==> config.mk <==
export PLATFORM = sky130hd
export DESIGN_NAME = orientation_sequencer
export DESIGN_NICKNAME = d
export VERILOG_FILES = /design/src/rtl/orientation_sequencer_pkg.sv /design/src/rtl/orientation_sequencer_counter.sv /design/src/rtl/orientation_sequencer.sv
export SDC_FILE = /design/constraint.sdc
export NUM_CORES = 1
export LEC_CHECK = 0
export CORE_MARGIN = 1
export CORE_UTILIZATION = 40
export DETAILED_ROUTE_END_ITERATION = 7
export PLACE_DENSITY_LB_ADDON = 0.2
export SLEW_MARGIN = 20
export SYNTH_ARGS = -nofsm -noshare
export SYNTH_HDL_FRONTEND = slang
export SYNTH_SLANG_ARGS = --single-unit
==> constraint.sdc <==
create_clock -name clock -period 4.3 [get_ports clock]
set_clock_uncertainty 0.05 [all_clocks]
set_input_delay 0.86 -clock clock [delete_from_list [all_inputs] [get_ports clock]]
set_output_delay 0.86 -clock clock [all_outputs]
set_load 0.05 [all_outputs]
==> src/rtl/orientation_sequencer_pkg.sv <==
// Shared definitions for the orientation sequencer: FSM state encoding,
// heading constants, polar-fix field positions and the heading wrap helper.
package orientation_sequencer_pkg;

    // Heading is an index in 15 degree steps, so a full turn is 24 steps.
    localparam int ORIENT_W = 5;
    localparam int RTHETA_W = 12;
    localparam logic [ORIENT_W-1:0] DEG360 = 5'd24;

    // Polar fix layout: radius in the low byte, theta index in the top nibble.
    localparam int R_LSB     = 0;
    localparam int R_MSB     = 7;
    localparam int THETA_LSB = 8;
    localparam int THETA_MSB = 11;

    typedef enum logic [3:0] {
        ST_IDLE       = 4'd0,
        ST_GET_ORIG   = 4'd1,
        ST_MOVE       = 4'd2,
        ST_SETTLE     = 4'd3,
        ST_GET_FINAL  = 4'd4,
        ST_MATH_START = 4'd5,
        ST_MATH_ARM   = 4'd6,
        ST_MATH_WAIT  = 4'd7,
        ST_REPORT     = 4'd8
    } seq_state_t;

    // The math engine can return up to 31; one subtraction of a full turn
    // is always enough to land back in 0..23.
    function automatic logic [ORIENT_W-1:0] reduce_heading(input logic [ORIENT_W-1:0] raw);
        if (raw >= DEG360) begin
            return raw - DEG360;
        end
        return raw;
    endfunction

endpackage

==> src/rtl/orientation_sequencer_counter.sv <==
// Shared down-counter used for the post-move settle delay and, when the
// ORIENT_TIMEOUT_EN build option is enabled, for the per-state watchdog.
// Load wins over decrement; the count holds once it reaches zero.
module seq_down_counter #(
    parameter int CNT_W = 26
) (
    input  logic             clock,
    input  logic             reset,
    input  logic             load,
    input  logic [CNT_W-1:0] load_value,
    input  logic             dec,
    output logic             zero
);

    logic [CNT_W-1:0] count;

    // Count register: reload on request, otherwise step down towards zero.
    always_ff @(posedge clock) begin
        if (reset) begin
            count <= '0;
        end else if (load) begin
            count <= load_value;
        end else if (dec && (count != '0)) begin
            count <= count - 1'b1;
        end
    end

    assign zero = (count == '0);

endmodule

==> src/rtl/orientation_sequencer.sv <==
// Top-level sequencer for one robot heading measurement: first fix, move,
// settle, second fix, math engine handshake, registered heading result.
// Build option ORIENT_TIMEOUT_EN adds a watchdog on every waiting state that
// aborts the measurement and raises the sticky timeout_err flag.
module orientation_sequencer
    import orientation_sequencer_pkg::*;
#(
    parameter int SETTLE_CYCLES  = 2_700_000,
    parameter int TIMEOUT_CYCLES = 54_000_000,
    parameter int CNT_W          = 26
) (
    input  logic                clock,
    input  logic                reset,
    input  logic                start,
    input  logic                loc_valid,
    input  logic [RTHETA_W-1:0] loc_r_theta,
    output logic                move_req,
    input  logic                move_done,
    output logic                math_enable,
    output logic [RTHETA_W-1:0] math_r_theta_orig,
    output logic [RTHETA_W-1:0] math_r_theta_final,
    input  logic                math_done,
    input  logic [ORIENT_W-1:0] math_orientation,
    output logic [ORIENT_W-1:0] orientation,
    output logic                orient_valid,
    output logic                busy,
    output logic                timeout_err
);

    // A requested delay of 0 or 1 still gives a single settle cycle.
    localparam logic [CNT_W-1:0] SETTLE_LOAD =
        (SETTLE_CYCLES <= 1) ? '0 : CNT_W'(SETTLE_CYCLES - 1);
    localparam logic [CNT_W-1:0] TIMEOUT_LOAD =
        (TIMEOUT_CYCLES <= 1) ? '0 : CNT_W'(TIMEOUT_CYCLES - 1);

    seq_state_t state, next_state;

    logic             cnt_load;
    logic [CNT_W-1:0] cnt_load_value;
    logic             cnt_dec;
    logic             cnt_zero;

    logic capture_orig;
    logic capture_final;
    logic capture_result;
    logic start_accept;
`ifdef ORIENT_TIMEOUT_EN
    logic timeout_hit;
`endif

    seq_down_counter #(
        .CNT_W(CNT_W)
    ) u_counter (
        .clock      (clock),
        .reset      (reset),
        .load       (cnt_load),
        .load_value (cnt_load_value),
        .dec        (cnt_dec),
        .zero       (cnt_zero)
    );

    // State register; reset aborts any measurement in progress.
    always_ff @(posedge clock) begin
        if (reset) begin
            state <= ST_IDLE;
        end else begin
            state <= next_state;
        end
    end

    // Next-state and strobe decode. The watchdog reload on entry to each
    // waiting state is harmless without the watchdog: the only other user,
    // SETTLE, always reloads the counter on its own entry.
    always_comb begin
        next_state     = state;
        cnt_load       = 1'b0;
        cnt_load_value = TIMEOUT_LOAD;
        cnt_dec        = 1'b0;
        capture_orig   = 1'b0;
        capture_final  = 1'b0;
        capture_result = 1'b0;
        start_accept   = 1'b0;
`ifdef ORIENT_TIMEOUT_EN
        timeout_hit    = 1'b0;
`endif
        case (state)
            ST_IDLE: begin
                if (start) begin
                    start_accept = 1'b1;
                    cnt_load     = 1'b1;
                    next_state   = ST_GET_ORIG;
                end
            end
            ST_GET_ORIG: begin
                if (loc_valid) begin
                    capture_orig = 1'b1;
                    cnt_load     = 1'b1;
                    next_state   = ST_MOVE;
                end
`ifdef ORIENT_TIMEOUT_EN
                else if (cnt_zero) begin
                    timeout_hit = 1'b1;
                    next_state  = ST_IDLE;
                end else begin
                    cnt_dec = 1'b1;
                end
`endif
            end
            ST_MOVE: begin
                if (move_done) begin
                    cnt_load       = 1'b1;
                    cnt_load_value = SETTLE_LOAD;
                    next_state     = ST_SETTLE;
                end
`ifdef ORIENT_TIMEOUT_EN
                else if (cnt_zero) begin
                    timeout_hit = 1'b1;
                    next_state  = ST_IDLE;
                end else begin
                    cnt_dec = 1'b1;
                end
`endif
            end
            ST_SETTLE: begin
                if (cnt_zero) begin
                    cnt_load   = 1'b1;
                    next_state = ST_GET_FINAL;
                end else begin
                    cnt_dec = 1'b1;
                end
            end
            ST_GET_FINAL: begin
                if (loc_valid) begin
                    capture_final = 1'b1;
                    next_state    = ST_MATH_START;
                end
`ifdef ORIENT_TIMEOUT_EN
                else if (cnt_zero) begin
                    timeout_hit = 1'b1;
                    next_state  = ST_IDLE;
                end else begin
                    cnt_dec = 1'b1;
                end
`endif
            end
            ST_MATH_START: begin
                cnt_load   = 1'b1;
                next_state = ST_MATH_ARM;
            end
            ST_MATH_ARM: begin
                if (!math_done) begin
                    cnt_load   = 1'b1;
                    next_state = ST_MATH_WAIT;
                end
`ifdef ORIENT_TIMEOUT_EN
                else if (cnt_zero) begin
                    timeout_hit = 1'b1;
                    next_state  = ST_IDLE;
                end else begin
                    cnt_dec = 1'b1;
                end
`endif
            end
            ST_MATH_WAIT: begin
                if (math_done) begin
                    capture_result = 1'b1;
                    next_state     = ST_REPORT;
                end
`ifdef ORIENT_TIMEOUT_EN
                else if (cnt_zero) begin
                    timeout_hit = 1'b1;
                    next_state  = ST_IDLE;
                end else begin
                    cnt_dec = 1'b1;
                end
`endif
            end
            ST_REPORT: begin
                next_state = ST_IDLE;
            end
            default: begin
                next_state = ST_IDLE;
            end
        endcase
    end

    // Captured fixes and heading result hold until overwritten by a later run.
    always_ff @(posedge clock) begin
        if (reset) begin
            math_r_theta_orig  <= '0;
            math_r_theta_final <= '0;
            orientation        <= '0;
        end else begin
            if (capture_orig) begin
                math_r_theta_orig <= loc_r_theta;
            end
            if (capture_final) begin
                math_r_theta_final <= loc_r_theta;
            end
            if (capture_result) begin
                orientation <= reduce_heading(math_orientation);
            end
        end
    end

`ifdef ORIENT_TIMEOUT_EN
    // Sticky watchdog flag, cleared only when a new measurement is accepted.
    always_ff @(posedge clock) begin
        if (reset) begin
            timeout_err <= 1'b0;
        end else if (start_accept) begin
            timeout_err <= 1'b0;
        end else if (timeout_hit) begin
            timeout_err <= 1'b1;
        end
    end
`else
    assign timeout_err = 1'b0;
`endif

    assign move_req     = (state == ST_MOVE);
    assign math_enable  = (state == ST_MATH_START);
    assign orient_valid = (state == ST_REPORT);
    assign busy         = (state != ST_IDLE);

endmodule

# Word level (Yosys, flattened, before mapping)
# Cells that the tools add are included.
# op_classes
n_reduce_logical,7
n_eq_ne,15
n_lt_le_gt_ge,1
n_addsub,2
n_mux,29
# ops
cell,n
$mux W26,4
$pmux W4 S8,1
$mux W4,7
$logic_not A26 Y1,1
$reduce_bool A26 Y1,1
$sub A26 B1 Y26 const B,1
$eq A4 B3 Y1 const B,4
$mux W1,14
$ne A2 B2 Y1 const B,6
$mux W5,2
$eq A4 B2 Y1 const B,2
$reduce_and A7 Y1,1
$pmux W1 S6,1
$ge A5 B5 Y1 const B,1
$sub A5 B5 Y5 const B,1
$eq A4 B1 Y1 const B,1
$eq A4 B4 Y1 const B,1
$logic_not A4 Y1,1
$reduce_bool A4 Y1,1
$ne A2 B1 Y1 const B,1
$reduce_bool A2 Y1,1
$logic_and A1 B1 Y1,1
# totals
ff_bits,59
out_inout_bits,34
elab_cells,59
input_bits,23

# Longest topological paths before layout
# logic_depth
ltp_word,6
depth_mapped,8
depth_no_buf,7

# Hierarchy
# A second synthesis with hierarchy kept.
# unflattened
cells_unflattened,369
hier_area_um2,3079.2
# modules_own_cells
mod,instances,cells_per_inst,seq_area_each_um2,area_per_inst_um2
seq_down_counter,1,201,520.5,1654.1
orientation_sequencer,1,168,660.6,1425.1

# Worst setup path after synthesis
# No wires, ideal clock.
# synth_path
kind,register to register
startpoint,reg state[2]
endpoint,reg u_counter.count[17]
setup_time_ns,0.114
required_time_ns,4.136
t_arrival_ns,3.278
n_path_buf,2
path_slack_ns,0.858
synth_period_minus_slack_ns,3.442
stages_incl_launch_ff,8
cell_sequence,dfxtp_1 -> clkbuf_1 -> clkbuf_1 -> nor4b_1 -> nand2_1 -> nand2_1 -> nor3_1 -> a21o_1
# synth_between
elab_cells_between_ends,12
classes_between,5 x eq/ne; 4 x mux; 3 x reduce/logical
# synth_rtl
item,line_no,text
"start, declared",orientation_sequencer.sv:36,"seq_state_t state, next_state;"
"start signal, assigned",orientation_sequencer.sv:67,state <= next_state;
$eq A4 B2 Y1 *,-,
net move_req,orientation_sequencer.sv:17,"output logic move_req,"
$pmux W1 S6 / $mux W26 (equally long branches),orientation_sequencer.sv:86,case (state)
$mux W26 / $reduce_bool A2 Y1 (equally long branches),-,
"end signal, assigned",orientation_sequencer_counter.sv:22,count <= load_value;
"end signal, assigned",orientation_sequencer_counter.sv:24,count <= count - 1'b1;
"end, declared",orientation_sequencer_counter.sv:15,logic [CNT_W-1:0] count;
# The timed path passes the listed nets; every way through them passes the cells marked *.
# A chain may end at the register's enable or synchronous reset.

# Final worst setup path
# layout_path
startpoint,reg state[0]
endpoint,out move_req
# layout_between
elab_chain_cells,1
# layout_lines
item,line_no,text
$eq A4 B2 Y1,orientation_sequencer.sv:221,assign move_req = (state == ST_MOVE);
"end, declared",orientation_sequencer.sv:17,
# Every way passes these cells.

==> flow_summary.json <==
{
  "status": "finished clean",
  "total_leakage_power_nw": 1.49,
  "cts_resized": 0,
  "grt_usage": 0.215,
  "worst_ep_required_time_ns": 3.39,
  "max_stage_delay_ns": 0.91,
  "wl_um": 7530,
  "fillCellCount": 645,
  "hold_violations": 0,
  "multiInputGateArea_um2": 1630,
  "hold_buffers": 0,
  "pwr-share-clk": 0.229,
  "antennaDiodeCount": 0,
  "final_area_um2": 3730,
  "worstMarginPinSlew_ns": 0.920,
  "netlist_instances": 341,
  "switchingPower_uw": 918,
  "finalWeightedCongestion": 0.832,
  "core_um2": 6940,
  "grt_pass1_vias": 2690,
  "fin_crit_ns": 3.32,
  "ys_seq_area_frac": 0.402,
  "synth-main-ff-cell": "dfxtp_1",
  "clock_latency_ns": 0.34,
  "syn_area_um2": 2940,
  "drv_slew": 0,
  "drt-initial-drc-count": 118,
  "synth_seq_cells": 59,
  "synth_fp_nets": 365,
  "final_layout_size_suffix_gt1_frac": 0.0787,
  "dieArea_um2": 7690,
  "crit_path_end_kind": "primary output",
  "areaGrowthSynthToFinish_pct": 27.0,
  "p_int_mw": 1.26,
  "routed_via_density": 5.58,
  "switching_share": 0.421,
  "worstSetupStartpointType": "flop",
  "power_mw": 2.18,
  "clk_path_buf_depth": 2,
  "dpl.hpwl_um": 5120,
  "vdd_drop_max_mv": 0.311,
  "cts_tree": "built",
  "postRouteAntennaNets": 0,
  "nets": 413,
  "htree_levels": 3,
  "ys_types": 56,
  "pin_count": 57,
  "min-delay-path-class": "flop to flop",
  "power_frac_comb": 0.405,
  "place_area_um2": 3540,
  "clkTransAtPathRegs_ns": 0.07,
  "async_reset_ff_frac": 0,
  "die_h_um": 87.7,
  "antenna_found_initial": 0,
  "cp.arrival_ns": 2.41,
  "path_class": "flop to primary output",
  "cts_buffers": 9,
  "grt_pass1_wl_um": 12900,
  "io_buffers": 55,
  "first_pass_iters": 4,
  "clock_sinks": 59,
  "avgSynthCellArea_um2": 8.62,
  "routed-via-count": 2732,
  "period_share": 0.772,
  "slew_headroom": 0.383,
  "seqCellArea_um2": 1180,
  "route.detailed.drc": 0,
  "cp_cell_sequence": "nor4b_1 -> clkdlybuf4s50_1",
  "start_util": 0.423,
  "fmax_ghz": 0.301,
  "drv_cap": 0,
  "final_common_cell": "dfxtp_1",
  "grt_max_degree": 33,
  "p_seq_frac": 0.366,
  "layout_common_cells": "59 x dfxtp_1, 54 x clkdlybuf4s50_1, 52 x nor2_1",
  "wire_per_inst_um": 15.4,
  "crit_slowest_cell": "clkdlybuf4s50_1",
  "grt_overflow_total": 0,
  "tns_ns": 0,
  "die_w_um": 87.7,
  "cp_max_fo": 20,
  "p_per_area_nw_per_um2": 584,
  "cts-root-buf": "clkbuf_8",
  "rsz0062_at_grt": "false",
  "setup_violations": 0,
  "fin_util": 0.537,
  "post_cts_buffers": 0,
  "yosysWarningCount": 0,
  "synth-edff-count": 0,
  "placementRows": 30
}
## cell usage after synthesis (2+ instances only)
library cell,n,area share
dfxtp_1,59,0.40
nor2_1,52,0.066
mux2i_1,27,0.092
a21oi_1,20,0.034
clkbuf_1,18,0.023
nand2_1,18,0.023
nor3_1,16,0.027
a31oi_1,11,0.023
a211oi_1,7,0.018
nand4_1,7,0.015
o21ai_0,7,0.012
inv_1,6,0.0077
nand2b_1,6,0.013
o21a_1,6,0.015
xnor2_1,6,0.018
nor4_1,5,0.011
or3_1,5,0.011
nand3_1,4,0.0068
nor4b_1,4,0.012
o41ai_1,4,0.012
a21o_1,3,0.0077
a41oi_1,3,0.0089
buf_2,3,0.0051
nand4b_1,3,0.0089
nor3b_1,3,0.0077
or4_1,3,0.0077
a211o_1,2,0.0060
a221oi_1,2,0.0060
and4_1,2,0.0060
o21ai_1,2,0.0034
or4_4,2,0.0077
## per-stage QoR
step,hold WS (ns),instances,setup slack (ns)
2_1_floorplan,0.397,341,0.858
3_3_place_gp,0.408,474,1.32
3_5_place_dp,0.437,474,1.26
4_1_cts,0.446,490,1.02
5_1_grt,0.471,490,0.905
6_report,0.441,490,0.981
## metal layers
layer	global-route usage	wire [um]
met1	0.268	3320
met2	0.322	3280
met3	0.0773	708
met4	0.121	211
met5	0	0
## cell type report
cell class,instances,area share
Clock buffer,9,0.0332
Clock inverter,7,0.0184
Inverter,6,0.00603
Multi-Input combinational cell,253,0.437
Sequential cell,59,0.316
Tap cell,96,0.0322
Timing Repair Buffer,60,0.156
## power by group through the flow
stage / sequential (mW) / clock, mW / combinational, mW
4_1_cts: 0.794 / 0.507 / 0.882
3_5_place_dp: 0.805 / 0 / 0.879
2_1_floorplan: 0.802 / 0 / 0.642
6_report: 0.797 / 0.500 / 0.883
3_3_place_gp: 0.802 / 0 / 0.868
5_1_grt: 0.821 / 0.530 / 0.979
## logic make-up (layout without fill, tap and decap cells)
group           after synthesis  in the layout  synth area share
other cells                   1              1           0.00128
xor+xnor                      7              7            0.0209
simple gates                139            139             0.249
buf+inv                      29             82            0.0422
fa+ha+maj                     1              1           0.00426
compound gates               77             77             0.184
flops                        59             59             0.402
mux                          28             28            0.0958
## path summary, 6_finish.rpt
kind	start	end	slack, ns	depth (start not counted)
max	state[0]$_SDFFE_PP0P_	move_req	0.98	2
min	orientation[3]$_SDFFE_PP0P_	orientation[3]$_SDFFE_PP0P_	0.44	2
max reg2reg	u_counter.count[0]$_SDFFE_PP0P_	state[0]$_SDFFE_PP0P_	1.73	7
min reg2reg	orientation[3]$_SDFFE_PP0P_	orientation[3]$_SDFFE_PP0P_	0.44	2
## flip-flops by register name, summed over array words and instances, names as in the netlist
| name | cells |
|---|---|
| orientation | 5 |
| state | 4 |
| math_r_theta_orig | 12 |
| u_counter.count | 26 |
| math_r_theta_final | 12 |
## critical path, delay by kind of cell (launching register included)
kind | cells | cell delay (ns)
buffers and inverters | 1 | 0.91
flip-flops | 1 | 0.51
AND/OR/NAND/NOR | 1 | 0.64
Power figures use the tool's default switching activity.
